==> src/rtl/scatter16_pkg.sv <==
//==============================================================================
// scatter16_pkg : shared constants and FSM state type for the scatter16 loader
// Rev 1.0
//==============================================================================
`default_nettype none

package scatter16_pkg;
   localparam int DATA_BITWIDTH_DEF = 16;
   localparam int LANES             = 16;
   localparam int LANE_SLICE_W      = DATA_BITWIDTH_DEF;
   localparam int IDX_W             = 4;
   localparam int CNT_W             = 5;

   typedef enum logic [0:0] {
      ST_FILL = 1'b0,
      ST_HOLD = 1'b1
   } state_e;
endpackage

`default_nettype wire

==> src/rtl/scatter16_lane_reg_bank.sv <==
//==============================================================================
// scatter16_lane_reg_bank : lane register file, one-hot write from index,
// optional synchronous clear (SCATTER16_FLUSH_EN).            Rev 1.0
//==============================================================================
`default_nettype none

module scatter16_lane_reg_bank #(
   parameter int DATA_BITWIDTH = scatter16_pkg::DATA_BITWIDTH_DEF,
   parameter int LANES         = scatter16_pkg::LANES
) (
   input  logic                           clk,
   input  logic                           rst_n,
   input  logic                           wr_en,
   input  logic [$clog2(LANES)-1:0]       wr_idx,
   input  logic [DATA_BITWIDTH-1:0]       wr_data,
`ifdef SCATTER16_FLUSH_EN
   input  logic                           clr,
`endif
   output logic [LANES*DATA_BITWIDTH-1:0] lanes
);
   import scatter16_pkg::*;

   localparam int IDX_BITS = $clog2(LANES);

   for (genvar i = 0; i < LANES; i++) begin : g_lane
      logic [DATA_BITWIDTH-1:0] lane_q;
      logic [DATA_BITWIDTH-1:0] lane_d;

      // The write wins over the clear so lane 0 of a new bundle is kept.
      always_comb begin
         lane_d = lane_q;
`ifdef SCATTER16_FLUSH_EN
         if (clr) begin
            lane_d = '0;
         end
`endif
         if (wr_en && (wr_idx == IDX_BITS'(i))) begin
            lane_d = wr_data;
         end
      end

      always_ff @(posedge clk or negedge rst_n) begin
         if (!rst_n) begin
            lane_q <= '0;
         end else begin
            lane_q <= lane_d;
         end
      end

      assign lanes[i*DATA_BITWIDTH +: DATA_BITWIDTH] = lane_q;
   end
endmodule

`default_nettype wire

==> src/rtl/scatter16.sv <==
//==============================================================================
// scatter16 : serial-to-parallel 16-lane loader with valid/ready on both sides.
// SCATTER16_FLUSH_EN enables early close on in_last.          Rev 1.0
//==============================================================================
`default_nettype none

module scatter16 #(
   parameter int DATA_BITWIDTH = scatter16_pkg::DATA_BITWIDTH_DEF,
   parameter int LANES         = scatter16_pkg::LANES
) (
   input  logic                        clk,
   input  logic                        rst_n,
   input  logic                        in_valid,
   output logic                        in_ready,
   input  logic [DATA_BITWIDTH-1:0]    in_data,
   input  logic                        in_last,
   output logic                        out_valid,
   input  logic                        out_ready,
   output logic [16*DATA_BITWIDTH-1:0] out_data,
   output logic [4:0]                  out_count
);
   import scatter16_pkg::*;

   if (LANES != 16) begin : g_lanes_check
      $error("scatter16: LANES must be 16");
   end

   state_e           state_q, state_d;
   logic [IDX_W-1:0] idx_q, idx_d;
   logic [CNT_W-1:0] count_q, count_d;
   logic             in_acc;
   logic             out_acc;
   logic             close_bundle;

`ifdef SCATTER16_FLUSH_EN
   logic             lane_clr;
   assign close_bundle = (idx_q == IDX_W'(LANES-1)) | in_last;
   assign lane_clr     = in_acc & (idx_q == '0);
`else
   logic             unused_in_last;
   assign unused_in_last = in_last;
   assign close_bundle   = (idx_q == IDX_W'(LANES-1));
`endif

   // In HOLD idx_q is always 0, so a word accepted alongside the outgoing
   // bundle naturally lands in lane 0 with no bubble.
   always_comb begin
      state_d  = state_q;
      idx_d    = idx_q;
      count_d  = count_q;
      in_ready = (state_q == ST_FILL) | out_ready;
      in_acc   = in_valid & in_ready;
      out_acc  = (state_q == ST_HOLD) & out_ready;

      if (out_acc) begin
         state_d = ST_FILL;
      end
      if (in_acc) begin
         if (close_bundle) begin
            state_d = ST_HOLD;
            idx_d   = '0;
            count_d = {1'b0, idx_q} + CNT_W'(1);
         end else begin
            idx_d   = idx_q + IDX_W'(1);
         end
      end
   end

   always_ff @(posedge clk or negedge rst_n) begin
      if (!rst_n) begin
         state_q <= ST_FILL;
         idx_q   <= '0;
         count_q <= '0;
      end else begin
         state_q <= state_d;
         idx_q   <= idx_d;
         count_q <= count_d;
      end
   end

   assign out_valid = (state_q == ST_HOLD);
   assign out_count = count_q;

   scatter16_lane_reg_bank #(
      .DATA_BITWIDTH (DATA_BITWIDTH),
      .LANES         (16)
   ) u_bank (
      .clk     (clk),
      .rst_n   (rst_n),
      .wr_en   (in_acc),
      .wr_idx  (idx_q),
      .wr_data (in_data),
`ifdef SCATTER16_FLUSH_EN
      .clr     (lane_clr),
`endif
      .lanes   (out_data)
   );
endmodule

`default_nettype wire

==> config.mk <==
export PLATFORM = sky130hd
export DESIGN_NAME = scatter16
export DESIGN_NICKNAME = d
export VERILOG_FILES = /design/src/rtl/scatter16_pkg.sv /design/src/rtl/scatter16_lane_reg_bank.sv /design/src/rtl/scatter16.sv
export SDC_FILE = /design/constraint.sdc
export NUM_CORES = 1
export LEC_CHECK = 0
export ABC_CLOCK_PERIOD_IN_PS = 1900
export CAP_MARGIN = 20
export CORE_ASPECT_RATIO = 0.8
export CORE_UTILIZATION = 30
export CTS_BUF_LIST = sky130_fd_sc_hd__clkbuf_8
export CTS_CLUSTER_DIAMETER = 50
export DETAILED_ROUTE_END_ITERATION = 8
export PLACE_DENSITY = 0.64
export SLEW_MARGIN = 20
export SYNTH_ARGS = -nofsm -noshare
export SYNTH_HDL_FRONTEND = slang
export SYNTH_SLANG_ARGS = --single-unit
==> constraint.sdc <==
create_clock -name clk -period 1.9 [get_ports clk]
set_input_delay 0.57 -clock clk [delete_from_list [all_inputs] [get_ports clk]]
set_output_delay 0.57 -clock clk [all_outputs]
set_load 0.01 [all_outputs]
* Word-level counts from Yosys, hierarchy flattened
Cells that the tools add are included.
** Cells by class
- Add/sub/neg operators :: 2
- $mul :: 0
- Div/mod/pow operators :: 0
- Order comparisons :: 0
- Equal/unequal tests :: 15
- Shift-type cells :: 0
- Muxes and demuxes :: 4
- Bitwise operators :: 4
- Reduce and logical (&&, ||, !) cells :: 18
** Operator list (number)
- equality test 4 bit, second input constant :: 8
- equality test 4 x 3 -> 1 bit, second input constant :: 4
- logical AND 1 bit :: 16
- equality test 4 x 2 -> 1 bit, second input constant :: 2
- adder 4 x 1 -> 5 bit, second input constant :: 1
- adder 4 x 1 -> 4 bit, second input constant :: 1
- equality test 4 x 1 -> 1 bit, second input constant :: 1
- zero test 4 bit :: 1
- two-way mux 4 bit :: 1
- two-way mux 1 bit :: 3
- AND 1 bit :: 2
- AND reduction 2 bit :: 1
- NOT 1 bit :: 1
- bitwise OR 1 bit :: 1
** Storage, ports and cells
- Bits in registers :: 266
- Bits in latches :: 0
- Memory bits (writable) :: 0
- Memory bits (read-only) :: 0
- Input port bits :: 21
- Output and inout port bits :: 263
- Logic and storage cells :: 62
- Memories kept :: 0

* Longest topological paths before layout
Gate-level depths: netlist of run 1.
- Depth after elaboration :: 4
- Depth in mapped cells :: 7
- Depth with buffers taken out :: 5

* Modules after synthesis
From an unflattened synthesis of run 1, not the netlist that was laid out.
** Unflattened totals
- Cells, all modules :: 610
- Area total of the unflattened synthesis :: 10062.2 um2
** Modules (own cells, without submodules)
- scatter16_lane_reg_bank :: instances 1, cells each 574, area an instance 9600.5 um2, sequential area each 6406.1 um2
- scatter16 :: instances 1, cells each 36, area an instance 461.7 um2, sequential area each 250.2 um2

* Worst setup path after synthesis of run 1
Ideal clock, no wire load.
- Kind :: input to register
- From :: input port in_valid
- To :: register u_bank.g_lane[10].lane_q[10]
- Setup time :: 0.125 ns
- Arrival :: 1.852 ns
- Data required time :: 1.775 ns
- Path slack :: -0.077 ns
- Stages on the path :: 6
- Path buffers :: 3
- Cells stage by stage :: buf_4 nand2_4 or4b_4 buf_6 buf_12 mux2_4
** Between the ends
- Cells in the longest elaborated chain, start to end :: 2
** RTL lines
- from (decl) :: RTL line scatter16.sv:13 : input logic in_valid,
- AND 1 bit :: RTL line scatter16.sv:52 : in_acc = in_valid & in_ready;
- logical AND 1 bit :: RTL line scatter16_lane_reg_bank.sv:37 : if (wr_en && (wr_idx == IDX_BITS'(i))) begin
- to (signal assigned) :: RTL line scatter16_lane_reg_bank.sv:46 : lane_q <= lane_d;
- to (decl) :: RTL line scatter16_lane_reg_bank.sv:26 : logic [DATA_BITWIDTH-1:0] lane_q;
No other way between the ends.
A chain may end at the register's enable or synchronous reset.

* Worst setup path after layout of run 1
- From :: register idx_q[0]
- To :: register u_bank.g_lane[10].lane_q[7]
** Between the ends
- Cells in the longest elaborated chain, start to end :: 2
** RTL lines
- from (decl) :: RTL line scatter16.sv:29 : logic [IDX_W-1:0] idx_q, idx_d;
- from (signal assigned) :: RTL line scatter16.sv:76 : idx_q <= idx_d;
- equality test 4 bit :: RTL line scatter16_lane_reg_bank.sv:37
- logical AND 1 bit :: RTL line scatter16_lane_reg_bank.sv:37
No other way between the ends.

==> flow_metrics.env, run 1 <==
export IMPL_grt_max_degree=70
export IMPL_fmax_ghz=0.538
export IMPL_synth_top_cell_area_share_pct=64.0
export IMPL_grt_pass1_wl_mm=43.5
export IMPL_numCtsBuffers=47
export IMPL_synth_cells=615
export IMPL_fin_crit_ns=1.86
export IMPL_start_kind="register"
export IMPL_num_rows=60
export IMPL_clock_latency_ns=0.56
export IMPL_start_util_pct=30.7
export IMPL_ff_latch_area_sq_um=6660
export IMPL_ys_async_sr_fraction_pct=100
export IMPL_synth_commonest_cells="266 x dfrtp_1, 238 x mux2_2, 20 x mux2_4"
export IMPL_clock_sinks=266
export IMPL_first_pass_iters=4
export IMPL_core_area_sq_um=33900
export IMPL_htree_levels=2
export IMPL_multiInputGateArea_sq_um=3460
export IMPL_track_usage_pct=16.2
export IMPL_wire_per_inst_um=19.3
export IMPL_nets=999
export IMPL_crit_chain="inv_2, ha_2, nand2_4, or4b_4, buf_12, mux2_4"
export IMPL_seq_area_frac_synth_pct=64.0
export IMPL_dp_hpwl_mm=19.3
export IMPL_postLayoutCellArea_sq_um=15000
export IMPL_synth_edf_count=0
export IMPL_critical_path_class="register to register"
export IMPL_rsz0062_at_grt="true"
export IMPL_critPathArrivalTime_ns=2.30
export IMPL_antenna_found_initial=0
export IMPL_cap_viol_max_count=0
export IMPL_min_path_type="primary input to asynchronous set/reset pin"
export IMPL_port_buffers=282
export IMPL_fin_cells=1470
export IMPL_p_leak_nw=7.48
export IMPL_clk_path_buf_depth=3
export IMPL_yosysMostFrequentCell="dfrtp_1"
export IMPL_tightest_slew_ns=0.410
export IMPL_clkTransAtPathRegs_ns=0.06
export IMPL_hold_viol=0
export IMPL_synth_ff_type="dfrtp_1"
export IMPL_required_ns=2.34
export IMPL_syn2layout_area_growth_pct=44.6
export IMPL_dp_cells=1384
export IMPL_status="finished, final reports clean"
export IMPL_fillers=3229
export IMPL_die_area_sq_um=35400
export IMPL_cpPeakStageDelay_ns=0.50
export IMPL_placed_area_sq_um=14300
export IMPL_relSlewSlack_pct=72.6
export IMPL_synth_seq_cells=266
export IMPL_synth_largest_area_cell="dfrtp_1"
export IMPL_crit_slowest_cell="or4b_4"
export IMPL_dieWidth_um=210
export IMPL_ios=284
export IMPL_p_total_mw=24.4
export IMPL_setup_violations=0
export IMPL_num_vias=6581
export IMPL_drive_gt1_share_pct=41.5
export IMPL_yosys_warnings=0
export IMPL_path_max_fanout=16
export IMPL_die_h_um=169
export IMPL_p_per_area_nw_per_um2=1620
export IMPL_fin_crit_sh_pct=97.8
export IMPL_worstSetupEndpointType="register"
export IMPL_gr_total_overflow=0
export IMPL_drt_iter0_markers=240
export IMPL_drc=0
export IMPL_viasPerCell=4.48
export IMPL_synthTopCellsByArea="dfrtp_1 64%, mux2_2 26%, mux2_4 2.9%"
export IMPL_place_gp_congestion=0.726
export IMPL_finalWirelength_mm=28.4
export IMPL_insertedDiodeCount=0
export IMPL_cts_tree="built"
export IMPL_clockRootBuffer="clkbuf_8"
export IMPL_synth_area_sq_um=10400
export IMPL_ir_worst_vdd_v=0.000712
export IMPL_first_global_vias=6981
export IMPL_synth_nets=641
export IMPL_fin_skew_ns=0.0116
export IMPL_avgSynthCellArea_sq_um=16.9
export IMPL_finalMaxSlewViolations=0
export IMPL_ant_nets=0
export IMPL_yosysUniqueCellTypes=34
-- registers in the layout, indices dropped and copies added (netlist names) --
name / cells
out_valid: 1
u_bank.g_lane.lane_q: 256
idx_q: 4
out_count: 5
-- worst max-delay path: cells and delay by family (launching register included) --
kind	cells	cell delay [ns]
flops	1	0.41
mux	1	0.30
fa+ha+maj	1	0.19
buf+inv	2	0.27
simple gates	2	0.56
-- layout by cell type, fill, tap and decap left out, types with 2 or more instances in the layout --
cell / netlist / layout
mux2_4: 20 / 20
buf_12: 2 / 24
clkinv_2: 0 / 2
mux2_1: 2 / 2
nor4_4: 2 / 2
buf_6: 8 / 2
nand4_1: 2 / 2
nor2b_1: 2 / 2
nor4b_4: 3 / 3
inv_2: 1 / 2
nand2_1: 5 / 5
bufinv_16: 0 / 2
nand2_4: 2 / 2
mux2_2: 238 / 238
nand3_1: 2 / 2
clkbuf_16: 0 / 2
buf_4: 9 / 43
inv_1: 2 / 18
dfrtp_1: 266 / 265
ha_1: 5 / 2
ha_2: 0 / 3
dlygate4sd2_1: 0 / 263
and4b_1: 2 / 2
clkdlybuf4s50_1: 0 / 17
clkbuf_8: 0 / 58
or4b_4: 2 / 2
nor3_4: 0 / 3
-- stage by stage --
step	utilization, %	hold WS (ns)	worst slack, ns	setup TNS (ns)
after floorplan	-	0.274	-0.0405	-1.77
after global placement	42.3	0.437	-0.489	-107.33
final	44.4	0.447	0.0421	0
after detailed placement	42.3	0.440	-0.485	-109.08
after CTS	44.2	0.411	0.0124	0
after global routing	44.4	0.435	-0.0154	-0.151
-- worst paths after layout --
path	slack, ns	from	endpoint	cells past startpoint
worst max-delay path	0.04	idx_q[0]$_DFFE_PN0P_	u_bank.g_lane[10].lane_q[7]$_DFFE_PN0P_	6
worst min-delay path	0.45	rst_n	u_bank.g_lane[8].lane_q[1]$_DFFE_PN0P_	2
worst max register to register	0.04	idx_q[0]$_DFFE_PN0P_	u_bank.g_lane[10].lane_q[7]$_DFFE_PN0P_	6
worst min register to register	0.46	out_count[4]$_DFFE_PN0P_	out_count[4]$_DFFE_PN0P_	1
max in group asynchronous	0.76	rst_n	u_bank.g_lane[9].lane_q[8]$_DFFE_PN0P_	4
min in group clk	0.46	out_count[4]$_DFFE_PN0P_	out_count[4]$_DFFE_PN0P_	1
-- layer usage --
| layer | track usage, % | vias to the layer above | wire [um] |
|---|---|---|---|
| met2 | 24.7 | 209 | 12600 |
| met3 | 5.49 | 43 | 2100 |
| met5 | 0 | - | 0 |
| met1 | 21.9 | 3400 | 13300 |
| met4 | 4.19 | 0 | 457 |
| li1 | - | 2929 | - |
-- logic make-up (layout without fill, tap and decap cells) --
kind of cell	after synthesis	count (layout)	share of synthesized area, %
flops	266	266	64.0
mux	260	260	28.9
buf+inv	47	437	3.02
simple gates	31	31	3.06
fa+ha+maj	5	5	0.602
compound gates	5	5	0.337
xor+xnor	1	1	0.0843
-- final cells by class --
cell class                      instances  area share [%]
Inverter                                3          0.0749
Sequential cell                       266            44.3
Timing Repair Buffer                  353            22.4
Clock buffer                           58            5.31
Tap cell                              465            3.87
Multi-Input combinational cell        302            23.0
Clock inverter                         23           0.999
-- report_power, final --
group / internal (mW) / switching (mW)
clock network: 3.01 / 2.30
registers: 8.36 / 1.40
logic: 5.23 / 4.08
-- repair_timing --
| action | CTS | global route |
|---|---|---|
| resized for setup | 267 | 6 |
| gates cloned | 0 | 2 |
| hold endpoints to repair | 23 | 0 |
| setup buffers | 1 | 1 |
| setup endpoints to repair | 263 | 74 |
| hold buffers | 1 | 0 |
No activity file was read; power rests on OpenSTA's default activity.
==> run 2, diff against run 1 <==
--- a/config.mk
+++ b/config.mk
@@ -8,11 +8,13 @@
 export ABC_CLOCK_PERIOD_IN_PS = 1900
 export CAP_MARGIN = 20
 export CORE_ASPECT_RATIO = 0.8
+export CORE_MARGIN = 5
 export CORE_UTILIZATION = 30
 export CTS_BUF_LIST = sky130_fd_sc_hd__clkbuf_8
 export CTS_CLUSTER_DIAMETER = 50
 export DETAILED_ROUTE_END_ITERATION = 8
 export PLACE_DENSITY = 0.64
+export SETUP_SLACK_MARGIN = 0.5
 export SLEW_MARGIN = 20
 export SYNTH_ARGS = -nofsm -noshare
 export SYNTH_HDL_FRONTEND = slang
==> run 2 against run 1 <==
Against the previous run:
- sequential power about the same
- global-route usage is 0.67 points higher
- critical path type unchanged
- wire length increased by 23%
- core utilization up 4.1 points
- combinational power is 42% higher
==> flow_metrics.env, run 2 (same netlist as run 1, synthesis figures left out) <==
export IMPL_status="finished, final reports clean"
export IMPL_ios=284
export IMPL_num_vias=7074
export IMPL_rr_worst_depth=5
export IMPL_cts_tree="built"
export IMPL_tightest_slew_ns=0.330
export IMPL_setup_violations=0
export IMPL_wire_per_inst_um=21.6
export IMPL_hold_viol=0
export IMPL_grt_pass1_wl_mm=49.3
export IMPL_num_rows=61
export IMPL_fin_crit_sh_pct=99.5
export IMPL_drt_iter0_markers=293
export IMPL_nets=1130
export IMPL_crit_chain="nor2b_4, buf_4, or4b_4, clkbuf_16, mux2_4"
export IMPL_viasPerCell=4.39
export IMPL_path_max_fanout=8
export IMPL_start_util_pct=30.1
export IMPL_worstSetupEndpointType="register"
export IMPL_clock_sinks=266
export IMPL_min_path_cells=4
export IMPL_clockRootBuffer="clkbuf_8"
export IMPL_min_path_type="primary input to register"
export IMPL_die_h_um=177
export IMPL_grt_max_degree=59
export IMPL_critical_path_class="register to register"
export IMPL_finalMaxSlewViolations=0
export IMPL_required_ns=2.35
export IMPL_numCtsBuffers=45
export IMPL_drc=0
export IMPL_place_gp_congestion=0.749
export IMPL_antenna_found_initial=0
export IMPL_track_usage_pct=16.8
export IMPL_relSlewSlack_pct=78.0
export IMPL_clkTransAtPathRegs_ns=0.07
export IMPL_fin_skew_ns=0.0209
export IMPL_dieWidth_um=218
export IMPL_fmax_ghz=0.529
export IMPL_die_area_sq_um=38500
export IMPL_fin_crit_ns=1.89
export IMPL_ir_worst_vdd_v=0.000791
export IMPL_syn2layout_area_growth_pct=60.9
export IMPL_first_global_vias=7576
export IMPL_cap_viol_max_count=0
export IMPL_finalWirelength_mm=34.8
export IMPL_first_pass_iters=4
export IMPL_drive_gt1_share_pct=72.3
export IMPL_final_common_cell="dfrtp_1"
export IMPL_start_kind="register"
export IMPL_gr_total_overflow=0
export IMPL_rsz0062_at_grt="true"
export IMPL_clock_latency_ns=0.57
export IMPL_fin_tns_setup_ns=0
export IMPL_largest_register_ffs=256
export IMPL_crit_slowest_cell="or4b_4"
export IMPL_fin_cells=1612
export IMPL_ant_nets=0
export IMPL_core_area_sq_um=34500
export IMPL_p_per_area_nw_per_um2=1730
export IMPL_mostFrequentLayoutCells="263 x dfrtp_1, 186 x mux2_4, 147 x buf_4"
export IMPL_dp_hpwl_mm=22.4
export IMPL_critPathArrivalTime_ns=2.34
export IMPL_htree_levels=2
export IMPL_p_leak_nw=8.37
export IMPL_dp_cells=1389
export IMPL_cpPeakStageDelay_ns=0.57
export IMPL_worst_hold_slack_ns=0.488
export IMPL_clk_path_buf_depth=3
export IMPL_largest_register="u_bank.g_lane.lane_q"
export IMPL_port_buffers=282
==> run 2: cell count changes in the layout (fill, tap and decap cells not counted), sizes merged <==
| cell | delta |
|---|---|
| buf | +329 |
| bufinv | +2 |
| clkbuf | +66 |
| clkdlybuf4s50 | -1 |
| clkinv | -2 |
| clkinvlp | +1 |
| diode | +1 |
| dlygate4sd2 | -262 |
| dlymetal6s2s | +1 |
| inv | -1 |
| or4b | +1 |
==> run 2: through the flow <==
step                      util, %  instance area, sq um  power (mW)  worst slack, ns
after floorplan                 -                 11100        15.4          -0.0255
after global placement       42.9                 14800        22.3           -0.588
after detailed placement     42.9                 14800        22.5           -0.613
after CTS                    47.0                 16200        28.6         -0.00175
after global routing         48.5                 16700        30.5          -0.0324
final                        48.5                 16700        29.0          0.00861
==> run 2: layout make-up <==
class	instances	area (sq um)
diodes	1	2.50
flip-flops and latches	266	6660
repair buffers	485	4270
well taps	472	591
clock buffers	59	812
multi-input cells	303	4180
inverters	3	18.8
clock inverters	23	200
fillers	3046	17800
==> run 2: layer usage <==
metal	global-route usage (%)	routed length (um)	vias to the layer above
met1	22.5	15500	3646
met4	4.45	706	0
met3	6.36	2960	44
met2	25.9	15700	231
met5	0	0	-
li1	-	-	3153
==> run 2: path summary, 6_finish.rpt <==
kind                                           from  slack, ns                                       to
min in group asynchronous                     rst_n       0.52  u_bank.g_lane[1].lane_q[11]$_DFFE_PN0P_
min reg2reg                out_count[4]$_DFFE_PN0P_       0.50                 out_count[4]$_DFFE_PN0P_
max                             out_valid$_DFF_PN0_      0.009  u_bank.g_lane[9].lane_q[15]$_DFFE_PN0P_
max reg2reg                     out_valid$_DFF_PN0_      0.009  u_bank.g_lane[9].lane_q[15]$_DFFE_PN0P_
max in group asynchronous                     rst_n       0.76   u_bank.g_lane[7].lane_q[0]$_DFFE_PN0P_
min                                        in_valid       0.49                     idx_q[2]$_DFFE_PN0P_
==> run 2: power breakdown <==
| part | total [mW] | switching, mW | internal, mW |
|---|---|---|---|
| combinational | 13.2 | 4.96 | 8.23 |
| clock | 5.67 | 2.35 | 3.32 |
| sequential | 10.1 | 1.75 | 8.37 |
==> run 2: worst max-delay path, delay by kind of cell, from the launching register on <==
kind,cells,cell delay [ns]
AND/OR/NAND/NOR,2,0.71
buffers and inverters,2,0.38
flip-flops,1,0.37
multiplexers,1,0.30
==> run 2: what timing repair did <==
item / CTS / global route
gates resized for setup: 992 / 243
cloned: 2 / 10
pin swaps: 7 / 10
endpoints found under the hold margin: 31 / 0
buffers inserted: 88 / 39
hold buffers: 1 / 0
endpoints found under the setup margin: 526 / 527
